$ cat src/rtl/fpu_pkg.sv
// Shared FP-issue constants: op codes, FPU idle code, latencies, timeout.
package fpu_pkg;

    localparam logic [3:0] OP_FADD   = 4'd0;
    localparam logic [3:0] OP_FSUB   = 4'd1;
    localparam logic [3:0] OP_FMUL   = 4'd2;
    localparam logic [3:0] OP_FDIV   = 4'd3;
    localparam logic [3:0] OP_FSQRT  = 4'd4;
    localparam logic [3:0] OP_FSGNJ  = 4'd5;
    localparam logic [3:0] OP_FSGNJN = 4'd6;
    localparam logic [3:0] OP_FSGNJX = 4'd7;
    localparam logic [3:0] OP_FEQ    = 4'd8;
    localparam logic [3:0] OP_FLE    = 4'd9;
    localparam logic [3:0] OP_FLT    = 4'd10;
    localparam logic [3:0] OP_FCVTWS = 4'd11;
    localparam logic [3:0] OP_FCVTSW = 4'd12;

    // Highest legal op code; 13..15 are rejected with an error response.
    localparam logic [3:0] OP_LAST   = OP_FCVTSW;

    // Idle code: FPU reports fin=1 and stays in its start state.
    localparam logic [3:0] OP_IDLE   = 4'hF;

    // Accept-to-resp_valid latencies in cycles, as seen by the core.
    localparam int LAT_SIMPLE = 2;
    localparam int LAT_ADDMUL = 5;
    localparam int LAT_SQRT   = 10;
    localparam int LAT_DIV    = 12;

    // ISSUE cycles allowed without fpu_fin before giving up.
    localparam logic [3:0] TIMEOUT = 4'd15;

    typedef enum logic [1:0] {
        ST_IDLE  = 2'd0,
        ST_ISSUE = 2'd1,
        ST_RESP  = 2'd2
    } state_e;

    function automatic logic is_legal(input logic [3:0] op);
        return op <= OP_LAST;
    endfunction

    // Comparisons and float-to-int conversion write the integer file.
    function automatic logic is_int_dest(input logic [3:0] op);
        return (op >= OP_FEQ) && (op <= OP_FCVTWS);
    endfunction

endpackage

$ cat src/rtl/fpu_issue.sv
// Issue stage between the core and an iterative FPU: registers one request,
// holds it on the FPU port until fin (or timeout), then holds the result
// for writeback.
//
// Handshakes: a request moves when req_valid && req_ready at a rising edge;
// a response moves when resp_valid && resp_ready at a rising edge. A new
// request may be accepted on the same edge that consumes the response.
module fpu_issue
    import fpu_pkg::*;
(
    input  logic        clk,
    input  logic        rst,
    input  logic        req_valid,
    output logic        req_ready,
    input  logic [3:0]  req_op,
    input  logic [31:0] req_src0,
    input  logic [31:0] req_src1,
    input  logic [4:0]  req_rd,
    output logic        resp_valid,
    input  logic        resp_ready,
    output logic [31:0] resp_result,
    output logic [4:0]  resp_rd,
    output logic        resp_int,
    output logic        resp_err,
    output logic [31:0] fpu_src0,
    output logic [31:0] fpu_src1,
    output logic [3:0]  fpu_op,
    input  logic [31:0] fpu_result,
    input  logic        fpu_fin
);

    state_e      state_q, state_d;
    logic [3:0]  cnt_q, cnt_d;
    logic [3:0]  op_q;
    logic [31:0] src0_q, src1_q;
    logic [4:0]  rd_q;
    logic [31:0] res_q, res_d;
    logic [4:0]  resp_rd_q, resp_rd_d;
    logic        int_q, int_d;
    logic        err_q, err_d;
    logic        accept;
    logic        load_req;
    logic        load_resp;

    // Ready in IDLE, or in RESP when the held result is leaving this cycle.
    assign req_ready = !rst && ((state_q == ST_IDLE) ||
                                ((state_q == ST_RESP) && resp_ready));
    assign accept    = req_valid && req_ready;

    assign resp_valid  = (state_q == ST_RESP);
    assign resp_result = res_q;
    assign resp_rd     = resp_rd_q;
    assign resp_int    = int_q;
    assign resp_err    = err_q;

    assign fpu_op   = (state_q == ST_ISSUE) ? op_q : OP_IDLE;
    assign fpu_src0 = src0_q;
    assign fpu_src1 = src1_q;

    // Next state, wait counter and register load enables.
    always_comb begin
        state_d   = state_q;
        cnt_d     = cnt_q;
        load_req  = 1'b0;
        load_resp = 1'b0;
        res_d     = 32'd0;
        resp_rd_d = rd_q;
        int_d     = is_int_dest(op_q);
        err_d     = 1'b0;
        case (state_q)
            ST_ISSUE: begin
                cnt_d = cnt_q + 4'd1;
                if (fpu_fin) begin
                    state_d   = ST_RESP;
                    load_resp = 1'b1;
                    res_d     = fpu_result;
                end else if (cnt_d == TIMEOUT) begin
                    state_d   = ST_RESP;
                    load_resp = 1'b1;
                    err_d     = 1'b1;
                end
            end
            ST_IDLE, ST_RESP: begin
                if (accept) begin
                    if (is_legal(req_op)) begin
                        state_d  = ST_ISSUE;
                        load_req = 1'b1;
                        cnt_d    = 4'd0;
                    end else begin
                        // Illegal op: answer immediately, FPU never sees it.
                        state_d   = ST_RESP;
                        load_resp = 1'b1;
                        err_d     = 1'b1;
                        resp_rd_d = req_rd;
                        int_d     = 1'b0;
                    end
                end else if ((state_q == ST_RESP) && resp_ready) begin
                    state_d = ST_IDLE;
                end
            end
            default: state_d = ST_IDLE;
        endcase
    end

    // State, counter, request and response registers.
    always_ff @(posedge clk or posedge rst) begin
        if (rst) begin
            state_q   <= ST_IDLE;
            cnt_q     <= 4'd0;
            op_q      <= 4'd0;
            src0_q    <= 32'd0;
            src1_q    <= 32'd0;
            rd_q      <= 5'd0;
            res_q     <= 32'd0;
            resp_rd_q <= 5'd0;
            int_q     <= 1'b0;
            err_q     <= 1'b0;
        end else begin
            state_q <= state_d;
            cnt_q   <= cnt_d;
            if (load_req) begin
                op_q   <= req_op;
                src0_q <= req_src0;
                src1_q <= req_src1;
                rd_q   <= req_rd;
            end
            if (load_resp) begin
                res_q     <= res_d;
                resp_rd_q <= resp_rd_d;
                int_q     <= int_d;
                err_q     <= err_d;
            end
        end
    end

endmodule

$ cat config.mk
export PLATFORM = sky130hd
export DESIGN_NAME = fpu_issue
export DESIGN_NICKNAME = d
export VERILOG_FILES = /design/src/rtl/fpu_pkg.sv /design/src/rtl/fpu_issue.sv
export SDC_FILE = /design/constraint.sdc
export NUM_CORES = 1
export LEC_CHECK = 0
export BUFFER_PORTS_ARGS = -buffer_cell sky130_fd_sc_hd__buf_2
export CAP_MARGIN = 40
export CORE_MARGIN = 8
export CORE_UTILIZATION = 50
export CTS_CLUSTER_DIAMETER = 80
export DETAILED_ROUTE_END_ITERATION = 10
export HOLD_SLACK_MARGIN = 0.02
export PLACE_DENSITY_LB_ADDON = 0.2
export SYNTH_ARGS = -nofsm -noshare
export SYNTH_HDL_FRONTEND = slang
export SYNTH_SLANG_ARGS = --single-unit
$ cat constraint.sdc
create_clock -name clk -period 7.5 [get_ports clk]
set_input_delay 1.5 -clock clk [delete_from_list [all_inputs] [get_ports clk]]
set_output_delay 1.5 -clock clk [all_outputs]
set_load 0.01 [all_outputs]
==> results of run 1 <==
## area by class of cell
class                   count  area [um^2]
inverters                   3         13.8
clock inverters            12          178
flip-flops and latches    118         2950
multi-input cells         175         1610
fillers                   648         2680
clock buffers              19          442
repair buffers            221         1130
well taps                 111          139
## flip-flops by register name, summed over array words and instances (netlist names)
name,flops
resp_err,1
resp_result,32
resp_int,1
resp_rd,5
fpu_src0,32
fpu_src1,32
state_q,2
rd_q,5
op_q,4
cnt_q,4
## cells in the final DEF (no fill, tap or decap), drive strengths merged
cell      count
nand2b        5
clkbuf       19
nor2b         3
a31oi         7
mux2         72
a21oi         3
inv           3
nand2         8
buf         221
o221ai        5
a21boi        1
and2b         2
dfrtp       118
mux2i         2
and2          1
nand4bb       1
a22o         33
bufinv        4
clkinv        4
nor2          7
clkinvlp      4
xor2          1
nand3        11
ha            2
and4b         1
o211a         1
nor3          1
o21ai         8
## cells in the mapped netlist, drive strengths merged
| library cell | instances |
|---|---|
| nand4bb | 1 |
| a31oi | 7 |
| mux2 | 72 |
| inv | 3 |
| nor2b | 3 |
| mux2i | 2 |
| clkbuf | 7 |
| nor2 | 7 |
| a21oi | 3 |
| xor2 | 1 |
| o21ai | 8 |
| a22o | 33 |
| nand3 | 11 |
| dfrtp | 118 |
| and2b | 2 |
| o221ai | 5 |
| nand2 | 8 |
| nand2b | 5 |
| and2 | 1 |
| and4b | 1 |
| o211a | 1 |
| buf | 12 |
| a21boi | 1 |
| nor3 | 1 |
| ha | 2 |
## layer usage
layer	wire, um	vias to the layer above	global-route usage, %
met1	5020	1646	23.3
met5	0	-	0
met2	5590	155	28.6
met3	1210	17	9.64
li1	-	1598	-
met4	202	0	7.01
## cell families after synthesis
kind of cell,share of synthesized area [%]
compound gates,11.0
flops,63.2
fa+ha+maj,0.535
simple gates,4.66
mux,17.8
xor+xnor,0.187
buf+inv,2.70
## power groups by stage
stage / sequential (mW) / clock [mW] / combinational (mW)
4_1_cts: 0.983 / 0.854 / 0.717
3_5_place_dp: 0.991 / 0 / 0.714
3_3_place_gp: 0.981 / 0 / 0.695
5_1_grt: 1.01 / 0.885 / 0.763
2_1_floorplan: 1.08 / 0 / 0.294
6_report: 0.983 / 0.838 / 0.703
## per-stage QoR
stage          hold slack (ns)  instance area [um^2]
6_report                 0.489                  6470
5_1_grt                  0.511                  6470
4_1_cts                  0.491                  6470
3_5_place_dp             0.478                  5850
3_3_place_gp             0.470                  5820
2_1_floorplan            0.470                  4680
## worst max-delay path: stages
cell and delay [ns]:
sky130_fd_sc_hd__buf_2 0.10, sky130_fd_sc_hd__nor2b_1 0.23, sky130_fd_sc_hd__nor3_2 0.09, sky130_fd_sc_hd__buf_2 0.15
## worst max-delay path by stage
stage / from / end / slack (ns) / cells past startpoint
floorplan: rst / cnt_q[0] / 2.85 / 1
global placement: resp_ready / req_ready / 3.98 / 4
detailed placement: resp_ready / req_ready / 3.93 / 4
CTS: resp_ready / req_ready / 3.93 / 4
global route: resp_ready / req_ready / 3.90 / 4
finish: resp_ready / req_ready / 3.93 / 4
==> impl_summary.md, run 1 <==
Setup path
The launching point of the worst reg2reg path is cnt_q[1]. The critical path start-end classification is in2out. The flop-to-flop setup slack is 4.96 ns. The endpoint of the lowest-slack register-to-register path is resp_result[9]. Of all nets on the critical path, the largest fanout is 3. The endpoint type of the worst setup path is an output pin. The data required time at the worst endpoint is 6.00 ns. The kind of start point of the critical path is an input pin.

The arrival time at the worst endpoint is ~2.1 ns. The worst reg2reg path depth is 6.

Clock tree
CTS saw 118 sinks. The root buffer cell chosen for the clock tree is sky130_fd_sc_hd__clkbuf_8. The CTS tree is yes.

In this run, CTS created clock tree buffers numbering 17. Clock-pin slew was measured on the worst setup and hold paths at 0.05 ns. The number of gates resized after CTS is 0. The clock latency reported for the late side of the worst-skew pair is 0.50 ns. The deepest level of the CTS H-tree is 4. The number of buffers added for setup after CTS is 0. After clock tree synthesis, the flow added hold-fix buffers numbering 0.

The clock tree buffer depth is 2.

Global routing
The number of global-route vias before repair came to 3701. The pin count of the biggest net entering global routing is 62. The initial antenna violation count is 0. The global routing usage summed across all routing layers is 19.1%. The final global-route overflow total is 0. The wire length of the first global-routing pass is 19300 um.

Timing
The setup TNS is 0 ns. Setup repair after global routing left no endpoint under its margin. Setup violations remaining at the end of the flow were counted as 0. For the pin with the worst max-slew slack, the measured transition is 0.908 ns.

The highest clock frequency the design can meet is 280 MHz. The final-report hold violation count is 0. The slack of the critical path is 3.93 ns. The max-slew violation total from the final report is 0. The relative slew slack is 39.3%. On the final layout, the worst clock skew is 0.00794 ns.

The post-route minimum period is 3.57 ns. The worst path uses 47.6% of the clock period.

Floorplan
The initial utilization of the core area, before any placement, comes to around 51%. The number of placement rows is 35. The standard cell core area is 9150 um^2. The die is 113 um tall. Measured along the x axis, the die boundary spans 113 um. The die covers 12700 um^2. The number of placed I/O pins is roughly 220.

Flow run
The count of maximum capacitance violations is 0.

Detailed routing
The number of vias per cell is 5.18. The final route contains 3416 vias. The detailed router's first-iteration violation count is 179. Summed over all layers, the routed wires come to roughly 12000 um. The average wire length per cell after detail routing is 18.3 um.

The length of the first detailed-routing pass in iterations is 4. The DRC violation count after routing is 0. In this run the remaining antenna-violating nets after routing total 0.

Layout
Of the cells placed in the final design, the portion with a size suffix greater than 1 is 64.1%. From synthesis to final layout, the design area changed by 38.4%. The final cell count without fillers is 659. After the last flow step, the layout net total stands at 648. 0 antenna diodes ended up in the layout. The final standard cell utilization of the core is 70.7%.

Hold path
The startpoint of the worst hold path is fpu_src1[30]. The tightest min-delay check is of the reg2reg type. Counting instances, the worst hold path has a depth of 1.

The end of the worst hold path is fpu_src1[30].

Power
The net switching share of the total power is between 20% and 30%. The power density relative to cell area is 390 nW/um^2. The standby leakage power is 3.24 nW.

Internal power comes to 1.78 mW. IR analysis of the VDD net gives a maximum drop of 0.217 mV. The power spent charging and discharging nets is between 700 and 800 uW. Per report_power, the combinational group accounts for between 20% and 30% of the total. Overall power consumption after layout is estimated at between 2 and 3 mW. The sequential share of power is between 30 and 40%. In this run, the clock network consumes between 30% and 40% of the power.

Yosys
The number of warnings issued by yosys is 0. The sequential-to-total area share from yosys stat is 63.2%. The total standard cell area after synthesis is 4680 um^2. Ranked by total cell area, the synthesized netlist is headed by sky130_fd_sc_hd__dfrtp_1 (63%), sky130_fd_sc_hd__mux2_2 (17%), sky130_fd_sc_hd__a22o_2 (4.7%).

A synthesized cell averages 14.8 um^2. The count of mapped cells out of synthesis is 315. The net count after synthesis is 427.

After synthesis, the netlist uses 32 different library cells. The area share of the largest cell type after synthesis is a little over three fifths. The synthesized design spends more area on one cell type than any other, namely sky130_fd_sc_hd__dfrtp_1.

Synthesis inferred 118 register bits.

Placement
The count of input and output buffers is 218. The congestion estimate from routability-driven global placement came to 0.795. Detailed placement finished with a half-perimeter wire length of 8780 um. The total instance count after detailed placement is 628. OpenSTA, run right after detailed placement, puts the worst setup slack at 3.93 ns.

Outcome
The flow ran to the end, and the final reports show no timing, DRC or antenna violations.
Power figures use the tool's default switching activity.
==> run 2, diff against run 1 <==
- ABC_AREA: default -> 1
- CORE_UTILIZATION: 50 -> 47
- clock period: 7.5 -> 3.43 ns (I/O delays scaled with it)
==> impl_summary.md, run 2 <==
Global routing
The final global-route overflow total is 0. The first global-routing pass estimated 22900 um of wire. Global routing used between 20% and 30% of the available tracks across all layers. The number of global-route vias before repair was 4700. The initial antenna violation count is 0. The met1 routing resource usage after global routing is 22.9%.

The most utilized layer in the global route result is met2. Global routing consumed, on the met2 layer, between 30% and 40% of the routing resources. The pin count of the biggest net entering global routing is 83. The global routing met3 resource utilization is 9.02%.

Detailed routing
The length of the first detailed-routing pass in iterations is 5. The DRC violation count after routing is 0. In this run, the number of DRC markers left after iteration 0 of detailed routing was about 220. The final wirelength is 13900 um. Once detail routing completed, the nets flagged for antenna violations numbered 0.

The average wire length per cell after detail routing is 14.9 um. The number of vias per cell is 4.70. The via count is 4372.

Floorplan
The floorplan has 37 rows. The number of placed I/O pins is 219. The standard cell core area is 10200 um^2.

Measured along the y axis, the die boundary spans 118 um. The die is about 120 um wide. The full die area is 13900 um^2. The starting density of the core is approximately 48%.

Layout
The fill cell instance count of the final layout is 893. The antenna diode instance count is 0. The final standard cell utilization of the core is between 60% and 70%. The final-stage net count is a little under 900. In the final layout, the share of cells above drive strength 1 is around 34%. Summing all flip-flop and latch instances after layout gives ~3000 um^2.

The final non-filler cell area is 6640 um^2. Compared with the post-synthesis result, the final layout area differs by 35.7%. The top cell types in the final layout, fill and taps aside, are sky130_fd_sc_hd__nand2_1 (306), sky130_fd_sc_hd__buf_2 (218), sky130_fd_sc_hd__dfrtp_1 (118), sky130_fd_sc_hd__nand3_1 (46), sky130_fd_sc_hd__inv_1 (24).

In the final layout, the multi-input gates occupy 1650 um^2. The commonest non-fill, non-tap cell in the layout is sky130_fd_sc_hd__nand2_1.

Clock tree
The clock-pin slew of the registers on the worst-case setup and hold paths is 0.06 ns. The tree built by TritonCTS fans out to about 120 sinks. The total clock buffers created by CTS is 17. The root cell of the clock tree is sky130_fd_sc_hd__clkbuf_8. The clock tree buffer depth is 2. The number of buffers added for setup after CTS is 0. The CTS tree is yes. At the later pin of the worst-skew pair, clock insertion delay measures 0.52 ns.

CTS built an H-tree with a depth of 4. The number of hold buffers added after cts is 0. The number of gates resized after CTS is 0.

Yosys
The number of unique standard cell types used by synthesis is 22. Summing every instance area after synthesis gives 4890 um^2. Among all flip-flop cells after synthesis, the most frequent one is sky130_fd_sc_hd__dfrtp_1. Ranked by instance count, the synthesized netlist is headed by sky130_fd_sc_hd__nand2_1 (306), sky130_fd_sc_hd__dfrtp_1 (118), sky130_fd_sc_hd__nand3_1 (46), sky130_fd_sc_hd__inv_1 (25), sky130_fd_sc_hd__o21ai_0 (12). The share of the Yosys chip area taken by registers is 60.4%. The biggest area contributor in the post-synthesis netlist is sky130_fd_sc_hd__dfrtp_1. The net count after synthesis is ~680. Summed over its instances, the top area cell type makes up between 60% and 70% of the synthesized netlist area.

The post-synthesis sequential element count is approximately 120. A synthesized cell averages 8.67 um^2. The number of warnings issued by yosys is 0. The most repeated cell in the gate-level netlist after synthesis is sky130_fd_sc_hd__nand2_1.

The share of synthesized flip-flops with an asynchronous set or reset is 100%. The count of mapped cells out of synthesis is about 560. After synthesis, the cell types taking the most area are sky130_fd_sc_hd__dfrtp_1 (60%), sky130_fd_sc_hd__nand2_1 (23%), sky130_fd_sc_hd__nand3_1 (4.7%).

The number of synthesized flops with an enable pin is 0.

Timing
The post-route minimum period is 2.67 ns. The highest clock frequency the design can meet is 374 MHz. The max-slew violation total from the final report is 0. The relative slew slack is between 40% and 50%. The fraction of the cycle the final worst path needs is 77.9%. Between clock sinks in the finished design, the worst skew comes to 0.00770 ns.

The worst-margin pin slew is 0.753 ns. Setup repair after global routing left no endpoint under its margin. For the final routed database, the setup TNS stands at 0 ns.

The final-report hold violation count is 0. The final setup violation count is 0.

Setup path
The endpoint identified for the worst register-to-register timing path is resp_result[20]. For the worst flop-to-flop path, the logic depth is 9. The launching point of the worst reg2reg path is cnt_q[1]. The data required time at the worst endpoint is 2.74 ns. The worst setup path is launched from a flop. The critical path start-end classification is reg2out. STA puts the critical path data arrival time at 1.99 ns.

STA classifies the critical path endpoint as an output pin. Setup slack on the worst reg-to-reg path comes out at approximately 1.5 ns. In this run the worst path has a maximum fanout of 18.

Outcome
The run finished with clean final reports.

Placement
The post-placement cell area is between 6000 and 7000 um^2. After legalization and detailed placement, the total HPWL measured around 10000 um. The global placement routability congestion is 0.843. The count of input and output buffers is 218.

Power
Across the VDD grid, the largest voltage drop is 0.433 mV. Power spread over the standard cell area amounts to 864 nW/um^2. The completed layout was analyzed and its total power is around 5.7 mW. Summed over all cells, the static leakage comes to 3.85 nW.

Hold path
The worst hold path belongs to the class in2async.

Flow run
The tool flagged a number of max-cap violations equal to 0.
-- run 2: cell types whose count changed after synthesis, moves of 7 or more --
cell                      delta
sky130_fd_sc_hd__inv_1      +22
sky130_fd_sc_hd__nand3_1    +35
sky130_fd_sc_hd__a31oi_1     -7
sky130_fd_sc_hd__a22o_2     -22
sky130_fd_sc_hd__mux2_2     -69
sky130_fd_sc_hd__nand2_1   +298
sky130_fd_sc_hd__a22o_1     -11
-- run 2: cell type report --
| type | instances | area share [%] |
|---|---|---|
| Timing Repair Buffer | 226 | 17.9 |
| Tap cell | 136 | 2.56 |
| Inverter | 27 | 1.58 |
| Clock buffer | 19 | 6.66 |
| Multi-Input combinational cell | 391 | 24.9 |
| Sequential cell | 118 | 44.5 |
| Clock inverter | 13 | 1.87 |
-- run 2: metal layers --
metal,routed length [um],part of all wire (%)
met5,0,0
met4,207,1.5
met3,1300,9.3
met2,6710,48
met1,5680,41
-- run 2: cell families (layout without fill, tap and decap cells) --
group	count (synthesis)	after routing	synth area share [%]
AOI/OAI and AO/OA	20	20	2.56
adders and majority gates	2	2	0.512
buffers and inverters	55	285	5.78
DFF	118	118	60.4
and+or+nand+nor	369	369	30.7
-- run 2: worst max path at each step --
stage / from / to / slack (ns) / cells after the start
final: state_q[1] / fpu_op[3] / 0.76 / 5
after detailed placement: req_op[1] / op_q[0] / 1.11 / 9
after global routing: state_q[1] / fpu_op[3] / 0.64 / 5
after global placement: req_op[3] / fpu_src1[12] / 1.20 / 10
after CTS: state_q[1] / fpu_op[3] / 0.73 / 5
after floorplan: rst / cnt_q[0] / 1.30 / 1
-- run 2: stage by stage --
| stage | setup slack, ns | hold WS [ns] | instances |
|---|---|---|---|
| after global placement | 1.20 | 0.448 | 897 |
| after CTS | 0.732 | 0.206 | 930 |
| final | 0.757 | 0.214 | 930 |
| after floorplan | 1.30 | 0.483 | 564 |
| after detailed placement | 1.11 | 0.454 | 898 |
| after global routing | 0.641 | 0.218 | 930 |
-- run 2: worst max-delay path: stages (launching register included) --
cell                      delay (ns)
sky130_fd_sc_hd__dfrtp_1        0.41
sky130_fd_sc_hd__inv_1          0.09
sky130_fd_sc_hd__nand2_1        0.20
sky130_fd_sc_hd__inv_1          0.49
sky130_fd_sc_hd__nand2_1        0.11
sky130_fd_sc_hd__buf_2          0.17
-- run 2: report_power, final --
group          leakage [nW]  total [mW]  internal, mW  switching [mW]
registers              1.47        2.29          1.96           0.330
clock network         0.259        1.65          1.00           0.650
logic                  2.12        1.78         0.700            1.08
